**src/rtl/mips_pkg.sv**
```systemverilog
// Shared MIPS datapath definitions: multiply/divide op encodings, unit states
// and iteration count.
package mips_pkg;

  localparam logic [1:0] MD_MULT  = 2'b00;
  localparam logic [1:0] MD_MULTU = 2'b01;
  localparam logic [1:0] MD_DIV   = 2'b10;
  localparam logic [1:0] MD_DIVU  = 2'b11;

  localparam int MD_ITER = 32;

  typedef enum logic [1:0] {
    IDLE,
    PREP,
    CALC,
    FIX
  } md_state_t;

endpackage

```
**src/rtl/mult_div_unit.sv**
```systemverilog
// Iterative HI/LO multiply/divide unit: fixed 34-cycle MULT/MULTU/DIV/DIVU
// over one shared (WIDTH+1)-bit adder, plus MTHI/MTLO writes while idle.
module mult_div_unit
  import mips_pkg::*;
#(
  parameter int WIDTH = 32
) (
  input  logic             clk,
  input  logic             reset_n,
  input  logic             start,
  input  logic [1:0]       op,
  input  logic [WIDTH-1:0] operand_a,
  input  logic [WIDTH-1:0] operand_b,
  input  logic             write_hi,
  input  logic             write_lo,
  input  logic [WIDTH-1:0] write_data,
  output logic             busy,
  output logic             done,
  output logic [WIDTH-1:0] hi,
  output logic [WIDTH-1:0] lo
);

  localparam int CNT_W = $clog2(MD_ITER);

  md_state_t        state_q, state_d;
  logic [1:0]       op_q, op_d;
  logic [WIDTH-1:0] a_q, a_d;
  logic [WIDTH-1:0] b_q, b_d;
  logic [WIDTH-1:0] opnd_q, opnd_d;
  logic [WIDTH-1:0] acc_hi_q, acc_hi_d;
  logic [WIDTH-1:0] acc_lo_q, acc_lo_d;
  logic [CNT_W-1:0] cnt_q, cnt_d;
  logic             neg_qp_q, neg_qp_d;
  logic             neg_r_q, neg_r_d;
  logic             dbz_q, dbz_d;
  logic [WIDTH-1:0] hi_q, hi_d;
  logic [WIDTH-1:0] lo_q, lo_d;
  logic             done_q, done_d;

  logic             is_div, is_signed;
  logic [WIDTH-1:0] mag_a, mag_b;
  logic [WIDTH:0]   add_x, add_y, sum;
  logic             add_ci;
  logic [2*WIDTH-1:0] prod_fix;
  logic [WIDTH-1:0] quo_fix, rem_fix;

  function automatic logic [2*WIDTH-1:0] twos_neg(input logic [2*WIDTH-1:0] x);
    return ~x + {{(2*WIDTH-1){1'b0}}, 1'b1};
  endfunction

  function automatic logic [WIDTH-1:0] neg_w(input logic [WIDTH-1:0] x);
    logic [2*WIDTH-1:0] t;
    t = twos_neg({{WIDTH{1'b0}}, x});
    return t[WIDTH-1:0];
  endfunction

  always_comb begin
    is_div    = (op_q == MD_DIV) || (op_q == MD_DIVU);
    is_signed = (op_q == MD_MULT) || (op_q == MD_DIV);
    mag_a     = (is_signed && a_q[WIDTH-1]) ? neg_w(a_q) : a_q;
    mag_b     = (is_signed && b_q[WIDTH-1]) ? neg_w(b_q) : b_q;

    // Multiply: conditional add of multiplicand into HI. Divide: trial
    // subtract of divisor from the remainder shifted left by one bit.
    add_x  = is_div ? {acc_hi_q, acc_lo_q[WIDTH-1]} : {1'b0, acc_hi_q};
    add_y  = is_div ? ~{1'b0, opnd_q} : (acc_lo_q[0] ? {1'b0, opnd_q} : '0);
    add_ci = is_div;
    sum    = add_x + add_y + {{WIDTH{1'b0}}, add_ci};

    prod_fix = neg_qp_q ? twos_neg({acc_hi_q, acc_lo_q}) : {acc_hi_q, acc_lo_q};
    quo_fix  = neg_qp_q ? neg_w(acc_lo_q) : acc_lo_q;
    rem_fix  = neg_r_q  ? neg_w(acc_hi_q) : acc_hi_q;
  end

  always_comb begin
    state_d  = state_q;
    op_d     = op_q;
    a_d      = a_q;
    b_d      = b_q;
    opnd_d   = opnd_q;
    acc_hi_d = acc_hi_q;
    acc_lo_d = acc_lo_q;
    cnt_d    = cnt_q;
    neg_qp_d = neg_qp_q;
    neg_r_d  = neg_r_q;
    dbz_d    = dbz_q;
    hi_d     = hi_q;
    lo_d     = lo_q;
    done_d   = 1'b0;

    unique case (state_q)
      IDLE: begin
        if (write_hi) hi_d = write_data;
        if (write_lo) lo_d = write_data;
        if (start) begin
          op_d    = op;
          a_d     = operand_a;
          b_d     = operand_b;
          state_d = PREP;
        end
      end
      PREP: begin
        neg_qp_d = is_signed && (a_q[WIDTH-1] ^ b_q[WIDTH-1]);
        neg_r_d  = is_signed && a_q[WIDTH-1];
        dbz_d    = is_div && (b_q == '0);
        acc_hi_d = '0;
        acc_lo_d = is_div ? mag_a : mag_b;
        opnd_d   = is_div ? mag_b : mag_a;
        cnt_d    = '0;
        state_d  = CALC;
      end
      CALC: begin
        if (is_div) begin
          acc_hi_d = sum[WIDTH] ? add_x[WIDTH-1:0] : sum[WIDTH-1:0];
          acc_lo_d = {acc_lo_q[WIDTH-2:0], ~sum[WIDTH]};
        end else begin
          acc_hi_d = sum[WIDTH:1];
          acc_lo_d = {sum[0], acc_lo_q[WIDTH-1:1]};
        end
        cnt_d = cnt_q + 1'b1;
        if (cnt_q == CNT_W'(MD_ITER - 1)) state_d = FIX;
      end
      FIX: begin
        if (dbz_q) begin
          hi_d = a_q;
          lo_d = '1;
        end else if (is_div) begin
          hi_d = rem_fix;
          lo_d = quo_fix;
        end else begin
          hi_d = prod_fix[2*WIDTH-1:WIDTH];
          lo_d = prod_fix[WIDTH-1:0];
        end
        done_d  = 1'b1;
        state_d = IDLE;
      end
      default: state_d = IDLE;
    endcase
  end

  always_ff @(posedge clk or negedge reset_n) begin
    if (!reset_n) begin
      state_q  <= IDLE;
      op_q     <= '0;
      a_q      <= '0;
      b_q      <= '0;
      opnd_q   <= '0;
      acc_hi_q <= '0;
      acc_lo_q <= '0;
      cnt_q    <= '0;
      neg_qp_q <= 1'b0;
      neg_r_q  <= 1'b0;
      dbz_q    <= 1'b0;
      hi_q     <= '0;
      lo_q     <= '0;
      done_q   <= 1'b0;
    end else begin
      state_q  <= state_d;
      op_q     <= op_d;
      a_q      <= a_d;
      b_q      <= b_d;
      opnd_q   <= opnd_d;
      acc_hi_q <= acc_hi_d;
      acc_lo_q <= acc_lo_d;
      cnt_q    <= cnt_d;
      neg_qp_q <= neg_qp_d;
      neg_r_q  <= neg_r_d;
      dbz_q    <= dbz_d;
      hi_q     <= hi_d;
      lo_q     <= lo_d;
      done_q   <= done_d;
    end
  end

  assign busy = (state_q != IDLE);
  assign done = done_q;
  assign hi   = hi_q;
  assign lo   = lo_q;

endmodule

```
**config.mk**
```make
export PLATFORM = sky130hd
export DESIGN_NAME = mult_div_unit
export DESIGN_NICKNAME = d
export VERILOG_FILES = /design/src/rtl/mips_pkg.sv /design/src/rtl/mult_div_unit.sv
export SDC_FILE = /design/constraint.sdc
export NUM_CORES = 1
export LEC_CHECK = 0
export ABC_CLOCK_PERIOD_IN_PS = 5100
export CAP_MARGIN = 20
export CORE_ASPECT_RATIO = 2
export CORE_MARGIN = 2
export CORE_UTILIZATION = 55
export CTS_CLUSTER_DIAMETER = 50
export DETAILED_ROUTE_END_ITERATION = 16
export GPL_TIMING_DRIVEN = 0
export PLACE_DENSITY = 0.87
export SLEW_MARGIN = 20
export SYNTH_ARGS = -nofsm -noshare
export SYNTH_HDL_FRONTEND = slang
export SYNTH_SLANG_ARGS = --single-unit
```
**constraint.sdc**
```tcl
create_clock -name clk -period 5.1 [get_ports clk]
set_input_delay 1.02 -clock clk [delete_from_list [all_inputs] [get_ports clk]]
set_output_delay 1.02 -clock clk [all_outputs]
set_load 0.005 [all_outputs]
```
==> reports/qor.txt <==
STATUS
----------------------------------------------------------------------------------------
Status .................................................................... finished, final reports clean

CLOCK TREE
----------------------------------------------------------------------------------------
H-tree level count ........................................................            1
Number of buffers created by CTS ..........................................           25
Clock latency on the worst-skew pair ......................................      0.59 ns
Hold buffer count at CTS ..................................................            0
CTS tree ..................................................................        built
CTS max path bufs .........................................................            3
Clock transition at the registers of the reported paths ...................      0.07 ns
Sink Count ................................................................          237
Clock root buffer ......................................................... sky130_fd_sc_hd__clkbuf_16

SETUP PATH
----------------------------------------------------------------------------------------
Worst reg2reg setup slack .................................................      0.04 ns
Worst Reg-to-Reg Cells ....................................................           18
Critical Path Sink Type ...................................................         flop
Slowest cell on the critical path ......................................... sky130_fd_sc_hd__a211oi_4
Max stage delay on crit path ..............................................      0.52 ns
Buffers and inverters on the worst path ...................................            6
Startpoint of the lowest-slack register-to-register path ..................      op_q[1]
Worst path arrival time ...................................................      5.48 ns
Data required time at the worst endpoint ..................................      5.51 ns
Highest fanout seen on the critical path ..................................           10
Setup CP Type .............................................................   reg -> reg
Largest delay contributor family on the critical path ..................... compound AO/OA/AOI/OAI gates
Cell Chain, Critical Path ................................................. buf_6, buf_6, clkbuf_8, clkbuf_4, nand2_1, o21ai_1, fa_1, inv_1, fa_1, nor2b_1, o2111ai_2, a211oi_4, o211ai_1, nand2_2, o211ai_1, buf_4, mux2i_1, o221ai_1
Reg2reg end ............................................................... acc_hi_q[14]
Category of the worst setup path launch point .............................         flop

TIMING
----------------------------------------------------------------------------------------
Tmin final ................................................................      5.06 ns
Minimum hold slack ........................................................     0.386 ns
Count of final hold-check violations ......................................            0
Unrepaired setup endpoints after global routing ...........................        false
Highest attainable clock frequency ........................................    0.197 GHz
Max Slew Vio Count ........................................................            0
Tightest slew margin relative to the limit ................................        21.6%
Number of failing setup endpoints in the final timing report ..............            0
Portion of the clock cycle consumed by the worst path in the final layout .        99.3%
Transition at the pin with the smallest max-transition slack ..............      1.16 ns
Layout Skew ...............................................................    0.0292 ns

YOSYS
----------------------------------------------------------------------------------------
Instance count of the mapped netlist ......................................        2,013
Number of enable flip-flop cells after synthesis ..........................            0
Sequential area share after synthesis .....................................        34.3%
Dominant cells by area after synthesis .................................... sky130_fd_sc_hd__dfrtp_1 34%, sky130_fd_sc_hd__mux2_2 6.1%, sky130_fd_sc_hd__o21ai_0 5.2%
Top-count cell post-synth ................................................. sky130_fd_sc_hd__dfrtp_1
Flip-flop and latch count after synthesis .................................          237
Asr flop ratio synth ......................................................         100%
Synthesized net count .....................................................        2,160
Warnings from Yosys .......................................................            0
Post-synthesis instance area .............................................. 0.0173 sq mm
Mean Syn Cell Area ........................................................   8.58 sq um
Most frequent cells after synthesis ....................................... 237 x sky130_fd_sc_hd__dfrtp_1, 235 x sky130_fd_sc_hd__nand2_1, 181 x sky130_fd_sc_hd__o21ai_0
Most instantiated flip-flop cell in the synthesis netlist ................. sky130_fd_sc_hd__dfrtp_1
Netlist cell types ........................................................           84
Top-area cell type share of the netlist area ..............................        34.3%
Most area-hungry cell type in the Yosys netlist ........................... sky130_fd_sc_hd__dfrtp_1

FLOORPLANNING
----------------------------------------------------------------------------------------
Core Box Area ............................................................. 0.0309 sq mm
Effective utilization at floorplan ........................................        56.0%
Number of placement rows ..................................................           91
Die Area .................................................................. 0.0329 sq mm
Die Y-Extent ..............................................................  255 microns
I/O pin count .............................................................          169
Die W .....................................................................  129 microns

FINAL LAYOUT
----------------------------------------------------------------------------------------
Share of layout cells above drive strength 1 ..............................        9.78%
Layout area overhead ......................................................        19.2%
Summed area of non-filler cells in the final layout ....................... 0.0206 sq mm
Final net count ...........................................................        2,359
Ant. Diodes ...............................................................            0

ROUTING
----------------------------------------------------------------------------------------
Final WL ..................................................................      82.1 mm
DRC Markers ...............................................................            0
Drt first pass iters ......................................................            7
Number of violations reported at the end of detailed-routing iteration 0 ..        2,164
Routed length per instance ................................................ 31.0 microns
Via/cell ratio ............................................................         6.93
Number of nets still failing antenna checks after routing .................            0
Total via count in the routed design ......................................        18.3k

PLACED DESIGN
----------------------------------------------------------------------------------------
Placed wire-length estimate ...............................................      63.9 mm
GPL Wtd Cong ..............................................................         1.03
Instance area at placement ................................................ 0.0195 sq mm
Count of buffers inserted at the top-level ports ..........................          168

GLOBAL ROUTING
----------------------------------------------------------------------------------------
Sum of overflow across all layers after global routing ....................            0
First-pass GRT wire length ................................................       119 mm
Antenna violations before repair ..........................................            2
Via count of the first global-routing pass ................................        18.5k
Largest net degree at the start of global routing .........................           93
GRT Util Overall ..........................................................        49.9%

POWER
----------------------------------------------------------------------------------------
Maximum VDD drop ..........................................................   0.000546 V
Static leakage ............................................................      8.46 nW
Power density of the placed cells .........................................  878 mW/mm^2

HOLD PATH
----------------------------------------------------------------------------------------
Hold WC Path Type .........................................................  in -> async

FLOW RUN
----------------------------------------------------------------------------------------
Max cap viols .............................................................            0

==> cells in the final DEF, fill, tap and decap left out, types with 25 or more instances in the layout <==
cell type                         netlist  routed
sky130_fd_sc_hd__dfrtp_1              237     236
sky130_fd_sc_hd__nand2_1              235     234
sky130_fd_sc_hd__o21ai_0              181     170
sky130_fd_sc_hd__clkdlybuf4s50_1        0     167
sky130_fd_sc_hd__nor2_1               164     163
sky130_fd_sc_hd__a21oi_1              118     117
sky130_fd_sc_hd__clkbuf_1             116     106
sky130_fd_sc_hd__xnor2_1               95      95
sky130_fd_sc_hd__mux2_2                93      93
sky130_fd_sc_hd__inv_1                 55      55
sky130_fd_sc_hd__mux2i_1               54      54
sky130_fd_sc_hd__xor2_1                50      50
sky130_fd_sc_hd__ha_1                  42      42
sky130_fd_sc_hd__nor3_1                41      41
sky130_fd_sc_hd__o21ai_1               31      40
sky130_fd_sc_hd__nand3_1               39      39
sky130_fd_sc_hd__o22ai_1               28      28
sky130_fd_sc_hd__o31ai_1               26      26
sky130_fd_sc_hd__clkbuf_16              0      25
==> stage by stage <==
step / TNS (ns) / power [mW] / std cells / util [%] / setup WS, ns
finish: 0 / 18.1 / 2648 / 66.7 / 0.0352
global route: 0 / 18.7 / 2648 / 66.7 / 0.0190
detailed placement: -75.22 / 15.1 / 2601 / 63.3 / -2.62
floorplan: 0 / 10.6 / 2013 / - / 0.489
CTS: 0 / 17.3 / 2647 / 66.6 / 0.0133
global placement: -1692.31 / 14.8 / 2599 / 63.1 / -6.88
==> per-layer routing <==
| layer | vias to the layer above | GRT usage, % | part of all wire (%) |
|---|---|---|---|
| met4 | 4 | 56.4 | 14 |
| met3 | 596 | 14.5 | 9.6 |
| li1 | 7731 | - | - |
| met5 | - | 0.310 | 0.024 |
| met2 | 1393 | 80.5 | 47 |
| met1 | 8623 | 46.6 | 29 |
==> final cells by class <==
class                      instances  area, sq um
fill                            2449        10300
buffer                           138          571
sequential                       237         5930
multi-input combinational       1578        10600
timing repair buffer             174         1770
inverter                          58          220
clock inverter                    14          233
clock buffer                      31          698
tap                              418          523
==> state kept, by name (all words and copies together), names as in the netlist, 2 cells and up <==
name / cells
state_q: 2
a_q: 32
opnd_q: 32
acc_lo_q: 32
op_q: 2
hi: 32
cnt_q: 5
lo: 32
b_q: 32
acc_hi_q: 32
==> cell families (layout without fill, tap and decap cells) <==
family	after synthesis	count (layout)	synth area share, %
fa+ha+maj	44	44	3.27
compound gates	586	586	21.4
simple gates	635	635	17.4
buf+inv	198	415	4.33
xor+xnor	145	145	7.35
flops	237	237	34.3
mux	168	168	11.9
==> report_power, final <==
group | total, mW | internal [mW] | switching (mW)
Clock | 2.10 | 1.20 | 0.903
Sequential | 4.06 | 2.79 | 1.27
Combinational | 11.9 | 4.30 | 7.62
==> worst max-delay path by stage <==
stage / end / slack (ns) / from / depth (start not counted)
6_report: acc_hi_q[14] / 0.04 / op_q[1] / 18
5_1_grt: acc_hi_q[28] / 0.02 / op_q[1] / 19
4_1_cts: acc_hi_q[28] / 0.01 / op_q[1] / 19
3_5_place_dp: acc_hi_q[20] / -2.62 / op_q[1] / 20
3_3_place_gp: a_q[5] / -6.88 / reset_n / 1
2_1_floorplan: acc_hi_q[17] / 0.49 / op_q[1] / 19
==> timing repair <==
action                     4_1_cts  5_1_grt
gates resized for setup         30       20
setup endpoints to repair       33       30
buffers inserted                 3        0
hold endpoints to repair         0        0
pin swaps                        2        3
Power figures use the tool's default switching activity.
